<file path="config.mk">
export PLATFORM = sky130hd
export DESIGN_NAME = delay_calibrator_flat
export DESIGN_NICKNAME = d
export VERILOG_FILES = /design/src/rtl/delay_cal_pkg.sv /design/src/rtl/delay_calibrator_if.sv /design/src/rtl/arrival_stamper.sv /design/src/rtl/delay_calibrator.sv /design/src/flat_wrapper.sv
export SDC_FILE = /design/constraint.sdc
export NUM_CORES = 1
export LEC_CHECK = 0
export CAP_MARGIN = 10
export CORE_ASPECT_RATIO = 1.1
export CORE_MARGIN = 3
export CORE_UTILIZATION = 45
export DETAILED_ROUTE_END_ITERATION = 7
export GPL_ROUTABILITY_DRIVEN = 0
export PLACE_DENSITY_LB_ADDON = 0.12
export REMOVE_ABC_BUFFERS = 1
export SETUP_SLACK_MARGIN = 0.05
export SKIP_LAST_GASP = 1
export SLEW_MARGIN = 20
export SYNTH_ARGS = -nofsm -noshare
export SYNTH_HDL_FRONTEND = slang
export SYNTH_SLANG_ARGS = --single-unit
</file>
<file path="constraint.sdc">
create_clock -name Clk -period 5.49 [get_ports Clk]
set_clock_uncertainty 0.2 [all_clocks]
set_input_delay 0.8235 -clock Clk [delete_from_list [all_inputs] [get_ports Clk]]
set_output_delay 0.8235 -clock Clk [all_outputs]
set_load 0.005 [all_outputs]
</file>
<file path="src/rtl/delay_cal_pkg.sv">
// rtl/delay_cal_pkg.sv - delay_calibrator configuration, FSM states and max helper
// DELAY_CAL_AVG_EN selects 2^LOG2_SHOTS-shot averaging; otherwise one good shot completes a run.
package delay_cal_pkg;
  localparam int NCHAN   = 4;
  localparam int NBITS   = 4;
  localparam int HOLDOFF = 8;
  localparam int MAXDISC = 4;
`ifdef DELAY_CAL_AVG_EN
  localparam int LOG2_SHOTS = 2;
  localparam int SHIFT      = LOG2_SHOTS;
`else
  localparam int SHIFT      = 0;
`endif
  localparam int SHOTS = 1 << SHIFT;
  localparam int SUMW  = NBITS + SHIFT;
  localparam int WIN   = (1 << NBITS) - 1;
  localparam int DW    = $clog2(MAXDISC + 1);
  localparam int HW    = $clog2(HOLDOFF + 1);
  localparam int GW    = SHIFT + 1;

  typedef logic [NBITS-1:0] delay_t;

  typedef enum logic [2:0] {IDLE, ARMED, OPEN, HOLD, COMPUTE, FAIL} state_t;

  function automatic delay_t max_of(input delay_t v [NCHAN]);
    delay_t m;
    m = '0;
    for (int i = 0; i < NCHAN; i++) begin
      if (v[i] > m) m = v[i];
    end
    return m;
  endfunction
endpackage

</file>
<file path="src/rtl/delay_calibrator_if.sv">
// rtl/delay_calibrator_if.sv - control/channel/result bundle between control logic and delay_calibrator
interface delay_calibrator_if;
  import delay_cal_pkg::*;

  logic             Start;
  logic [NCHAN-1:0] Channels;
  delay_t           Delays [NCHAN];
  logic             Busy;
  logic             Done;
  logic             Valid;
  logic [DW-1:0]    Discards;

  modport master (output Start, Channels, input Delays, Busy, Done, Valid, Discards);
  modport slave  (input Start, Channels, output Delays, Busy, Done, Valid, Discards);
endinterface

</file>
<file path="src/rtl/arrival_stamper.sv">
// rtl/arrival_stamper.sv - per-channel rise detect, arrival capture and shot-sum accumulator
module arrival_stamper
  import delay_cal_pkg::*;
(
  input  logic            Clk,
  input  logic            Rst_n,
  input  logic            chan,
  input  logic            clear,
  input  logic            open,
  input  delay_t          cnt,
  input  logic            commit,
  output logic            hit,
  output logic            cap_now,
  output logic [SUMW-1:0] sum
);
  logic   prev;
  logic   captured;
  delay_t arrival;
  delay_t arr_now;

  // cap_now/arr_now include this cycle's capture so the closing cycle can commit directly
  assign hit     = open & chan & ~prev & ~captured;
  assign cap_now = captured | hit;
  assign arr_now = hit ? cnt : arrival;

  always_ff @(posedge Clk or negedge Rst_n) begin
    if (!Rst_n) begin
      prev     <= 1'b0;
      captured <= 1'b0;
      arrival  <= '0;
      sum      <= '0;
    end else begin
      prev     <= chan;
      captured <= open & cap_now;
      if (hit) arrival <= cnt;
      if (clear) sum <= '0;
      else if (commit) sum <= sum + SUMW'(arr_now);
    end
  end
endmodule

</file>
<file path="src/rtl/delay_calibrator.sv">
// rtl/delay_calibrator.sv - skew measurement FSM and delay output stage
// DELAY_CAL_AVG_EN (in delay_cal_pkg) enables multi-shot averaging.
module delay_calibrator
  import delay_cal_pkg::*;
(
  input  logic              Clk,
  input  logic              Rst_n,
  delay_calibrator_if.slave bus
);
  state_t           state, state_n;
  delay_t           cnt;
  logic [HW-1:0]    hold_cnt;
  logic [DW-1:0]    discards;
  logic [GW-1:0]    good;
  logic             valid;
  delay_t           delays [NCHAN];
  logic [NCHAN-1:0] hit, cap_now;
  logic [SUMW-1:0]  sum [NCHAN];
  delay_t           avg [NCHAN];
  delay_t           peak;
  logic             open, accept, commit, discard;

  assign open = (state == ARMED) || (state == OPEN);

  for (genvar i = 0; i < NCHAN; i++) begin : g_ch
    arrival_stamper u_stamp (
      .Clk     (Clk),
      .Rst_n   (Rst_n),
      .chan    (bus.Channels[i]),
      .clear   (accept),
      .open    (open),
      .cnt     (cnt),
      .commit  (commit),
      .hit     (hit[i]),
      .cap_now (cap_now[i]),
      .sum     (sum[i])
    );
  end

  always_comb begin
    for (int i = 0; i < NCHAN; i++) avg[i] = delay_t'(sum[i] >> SHIFT);
    peak = max_of(avg);
  end

  always_comb begin
    state_n = state;
    accept  = 1'b0;
    commit  = 1'b0;
    discard = 1'b0;
    case (state)
      IDLE: if (bus.Start) begin
        accept  = 1'b1;
        state_n = ARMED;
      end
      // a shot whose channels all rise in the opening cycle closes without visiting OPEN
      ARMED: if (|hit) begin
        if (&cap_now) begin
          commit  = 1'b1;
          state_n = HOLD;
        end else begin
          state_n = OPEN;
        end
      end
      OPEN: begin
        if (&cap_now) begin
          commit  = 1'b1;
          state_n = HOLD;
        end else if (cnt == NBITS'(WIN - 1)) begin
          discard = 1'b1;
          state_n = (discards == DW'(MAXDISC - 1)) ? FAIL : HOLD;
        end
      end
      HOLD: if (hold_cnt == HW'(HOLDOFF - 1)) begin
        state_n = (good == GW'(SHOTS)) ? COMPUTE : ARMED;
      end
      COMPUTE: state_n = IDLE;
      FAIL:    state_n = IDLE;
      default: state_n = IDLE;
    endcase
  end

  always_ff @(posedge Clk or negedge Rst_n) begin
    if (!Rst_n) begin
      state    <= IDLE;
      cnt      <= '0;
      hold_cnt <= '0;
      discards <= '0;
      good     <= '0;
      valid    <= 1'b0;
      for (int i = 0; i < NCHAN; i++) delays[i] <= '0;
    end else begin
      state    <= state_n;
      cnt      <= (state_n == OPEN) ? cnt + 1'b1 : '0;
      hold_cnt <= (state == HOLD) ? hold_cnt + 1'b1 : '0;
      if (accept) begin
        discards <= '0;
        good     <= '0;
        valid    <= 1'b0;
      end else begin
        if (discard) discards <= discards + 1'b1;
        if (commit) good <= good + 1'b1;
        // result is loaded as COMPUTE is entered so it is visible alongside Done
        if (state_n == COMPUTE) begin
          valid <= 1'b1;
          for (int i = 0; i < NCHAN; i++) delays[i] <= peak - avg[i];
        end
      end
    end
  end

  assign bus.Busy     = (state == ARMED) || (state == OPEN) || (state == HOLD);
  assign bus.Done     = (state == COMPUTE) || (state == FAIL);
  assign bus.Valid    = valid;
  assign bus.Discards = discards;
  assign bus.Delays   = delays;
endmodule

</file>
<file path="src/flat_wrapper.sv">
// flat-port wrapper written by rule: the top's interface ports become plain ports
module delay_calibrator_flat import delay_cal_pkg::*;
  (Clk, Rst_n, bus_Start, bus_Channels, bus_Delays, bus_Busy, bus_Done, bus_Valid, bus_Discards);
  delay_calibrator_if bus_i ();
  input  logic Clk;
  input  logic Rst_n;
  input wire logic [$bits(bus_i.Start)-1:0] bus_Start;
  input wire logic [$bits(bus_i.Channels)-1:0] bus_Channels;
  output wire logic [$bits(bus_i.Delays)-1:0] bus_Delays;
  output wire logic [$bits(bus_i.Busy)-1:0] bus_Busy;
  output wire logic [$bits(bus_i.Done)-1:0] bus_Done;
  output wire logic [$bits(bus_i.Valid)-1:0] bus_Valid;
  output wire logic [$bits(bus_i.Discards)-1:0] bus_Discards;
  assign bus_i.Start = bus_Start;
  assign bus_i.Channels = bus_Channels;
  assign bus_Delays = {>>{bus_i.Delays}};
  assign bus_Busy = bus_i.Busy;
  assign bus_Done = bus_i.Done;
  assign bus_Valid = bus_i.Valid;
  assign bus_Discards = bus_i.Discards;
  delay_calibrator u_core (.Clk(Clk), .Rst_n(Rst_n), .bus(bus_i));
endmodule
</file>
==> impl_metrics.env <==
export IMPL_post_dp_cell_area_mm2=0.004730
export IMPL_clk_latency_ns=0.35
export IMPL_grt_pass1_vias=3086
export IMPL_cellLeakagePower_uw=0.002233
export IMPL_syn_area_per_cell_um2=10.37
export IMPL_ys_flop_type="dfrtp_1"
export IMPL_netlist_instances=417
export IMPL_wl_per_cell_um=15.99
export IMPL_peakVddDrop_uv=147.4
export IMPL_run_status="finished clean"
export IMPL_synthTopCellsByArea="dfrtp_1 (42%), ha_1 (12%), o21ai_0 (4.9%)"
export IMPL_antenna_found_initial=0
export IMPL_num_rows=36
export IMPL_synthTopCellsByCount="dfrtp_1 (72), o21ai_0 (42), ha_1 (41), inv_1 (36), nand2_1 (30)"
export IMPL_synth_distinct_cells=46
export IMPL_drcViolationCount=0
export IMPL_io_pins=29
export IMPL_drtPass1Iterations=4
export IMPL_final_util=0.5524
export IMPL_synth_edff_count=0
export IMPL_cts_buffers=9
export IMPL_min_period_ns=5.091
export IMPL_hold_path_class="reg -> reg"
export IMPL_synthToLayoutAreaGrowth_pct=16.27
export IMPL_synth_top_cell_area_share=0.4168
export IMPL_post_synth_top_count_cell="dfrtp_1"
export IMPL_drt_wl_total_um=9163
export IMPL_nets=510
export IMPL_cp_end_kind="register"
export IMPL_cts_root_buf="clkbuf_8"
export IMPL_dieHeight_um=108.8
export IMPL_hpwl_um=6582
export IMPL_grt_pass1_wl_um=15500
export IMPL_rsz0062_at_grt="no"
export IMPL_path_max_fanout=5
export IMPL_overflow=0
export IMPL_synth_area_leader_cell="dfrtp_1"
export IMPL_worstMarginPinSlew_ns=0.9213
export IMPL_viasPerCell=5.377
export IMPL_ant_nets=0
export IMPL_die_w_um=99.45
export IMPL_path_clk_slew_ns=0.08
export IMPL_vias=3081
export IMPL_slew_headroom=0.3858
export IMPL_hold_viol_final=0
export IMPL_cap_violations=0
export IMPL_coreArea_mm2=0.009099
export IMPL_startpoint_type="register"
export IMPL_portBuffers=28
export IMPL_htreeDepth=3
export IMPL_grt_max_degree=73
export IMPL_yosysWarnings=0
export IMPL_cp_data_required_time_ns=5.51
export IMPL_slew_violations=0
export IMPL_arrival_ns=5.11
export IMPL_n_antenna_cell=0
export IMPL_clk_path_buf_depth=2
export IMPL_track_usage=0.1847
export IMPL_cts_sinks=72
export IMPL_max_freq_mhz=196.4
export IMPL_syn_area_mm2=0.004323
export IMPL_dr_first_iter_drc_count=78
export IMPL_setup_viol=0
export IMPL_postLayoutCellArea_mm2=0.005026
export IMPL_ys_ff_latch=72
export IMPL_drive_gt1_frac=0.1503
export IMPL_dieArea_mm2=0.01082
export IMPL_synth_seq_area_share=0.4168
export IMPL_worst_slack_ns=0.3994
export IMPL_pre_cts_slack_ns=0.1034
export IMPL_worstSetupPathType="reg -> reg"
export IMPL_fin_crit_sh=0.9273
export IMPL_power_per_cell_area_mw_per_mm2=307.0
export IMPL_synthArstFlopShare=1.000
export IMPL_start_util=0.4751
export IMPL_fin_setup_tns_ns=0
export IMPL_cts_tree="built"
cell usage in the layout, fill, tap and decap left out, types with 4 or more instances in the layout:
| master | instances |
|---|---|
| fa_1 | 8 |
| ha_1 | 41 |
| a31oi_1 | 4 |
| a21oi_1 | 18 |
| buf_4 | 11 |
| nor3_1 | 8 |
| nand2_1 | 28 |
| nor2_1 | 18 |
| mux2i_1 | 5 |
| mux2_2 | 14 |
| nor4b_4 | 4 |
| clkdlybuf4s50_1 | 27 |
| nand3_1 | 23 |
| nor2b_1 | 5 |
| xor2_1 | 16 |
| dfrtp_1 | 72 |
| o21ai_0 | 40 |
| or3_1 | 4 |
| clkbuf_8 | 11 |
| xnor2_1 | 8 |
| a21oi_2 | 5 |
| inv_1 | 36 |
| a21o_1 | 9 |
critical path: stages (launching register included):
cell and delay (ns):
dfrtp_1 0.37, inv_1 0.06, ha_1 0.31, nor2b_1 0.15, o211ai_1 0.22, buf_4 0.19
a31o_1 0.19, nor2_1 0.08, ha_1 0.31, a21oi_1 0.20, o21a_1 0.20, nor3_1 0.08
or2_2 0.31, ha_1 0.31, a21oi_1 0.17, o21ai_2 0.09, nand2_2 0.13, nor2_1 0.08
a21o_2 0.25, ha_1 0.31, a21o_1 0.16, a21oi_1 0.17, xnor2_1 0.17, xnor2_1 0.14
o21ai_0 0.09
worst paths after layout:
kind	from	end	slack (ns)	cells after the start
min reg2reg	u_core.hold_cnt[0]	u_core.hold_cnt[0]	0.26	1
max in group asynchronous	Rst_n	u_core.bus.Valid	4.09	1
min	u_core.hold_cnt[0]	u_core.hold_cnt[0]	0.26	1
max reg2reg	u_core.g_ch[0].u_stamp.sum[1]	u_core.bus.Delays[15]	0.40	24
min in group asynchronous	Rst_n	u_core.g_ch[1].u_stamp.prev	0.40	1
max	u_core.g_ch[0].u_stamp.sum[1]	u_core.bus.Delays[15]	0.40	24
state kept, by name, indices dropped and copies added (netlist names):
register / flops
u_core.g_ch.u_stamp.captured: 4
u_core.bus.Delays: 16
u_core.cnt: 4
u_core.g_ch.u_stamp.prev: 4
u_core.hold_cnt: 4
u_core.state: 3
u_core.g_ch.u_stamp.sum: 16
u_core.good: 1
u_core.bus.Valid: 1
u_core.g_ch.u_stamp.arrival: 16
u_core.bus.Discards: 3
repair_timing:
| action | 4_1_cts | 5_1_grt |
|---|---|---|
| setup endpoints to repair | 2 | 12 |
| resized for setup | 2 | 17 |
| pin swaps | 1 | 1 |
| buffers inserted | 1 | 2 |
| hold buffers | 0 | 0 |
area by class of cell:
type	count	area, um^2
Sequential cell	72	1802
Inverter	37	138.9
Multi-Input combinational cell	296	2382
Clock buffer	12	155.1
Clock inverter	4	52.55
Fill cell	815	4073
Timing Repair Buffer	38	352.8
Tap cell	114	142.6
kinds of logic after synthesis:
kind of cell             synth area share
XOR/XNOR                          0.05499
flip-flops                         0.4168
multiplexers                      0.04805
AND/OR/NAND/NOR                    0.1491
buffers and inverters             0.04747
AO/OA/AOI/OAI                      0.1279
adder cells (fa/ha/maj)            0.1557
layer usage:
layer / wire length [um] / track usage
met5: 0 / 0
met4: 172 / 0.07805
met3: 212 / 0.02687
met2: 4296 / 0.2898
met1: 4483 / 0.2567
per-stage QoR:
stage / std cells / power, uW / hold slack, ns
after floorplan: 405 / 992.3 / 0.2331
after global placement: 554 / 1100 / 0.2507
after detailed placement: 554 / 1107 / 0.2544
after CTS: 571 / 1553 / 0.2653
after global routing: 573 / 1646 / 0.2952
final: 573 / 1543 / 0.2615
report_power, final:
part	internal [uW]	total (uW)	switching [uW]
combinational	184	449	265
clock	235	441	206
sequential	592	653	60.9
total	1010	1540	532
Note: power is estimated with default switching activity, not from simulation.
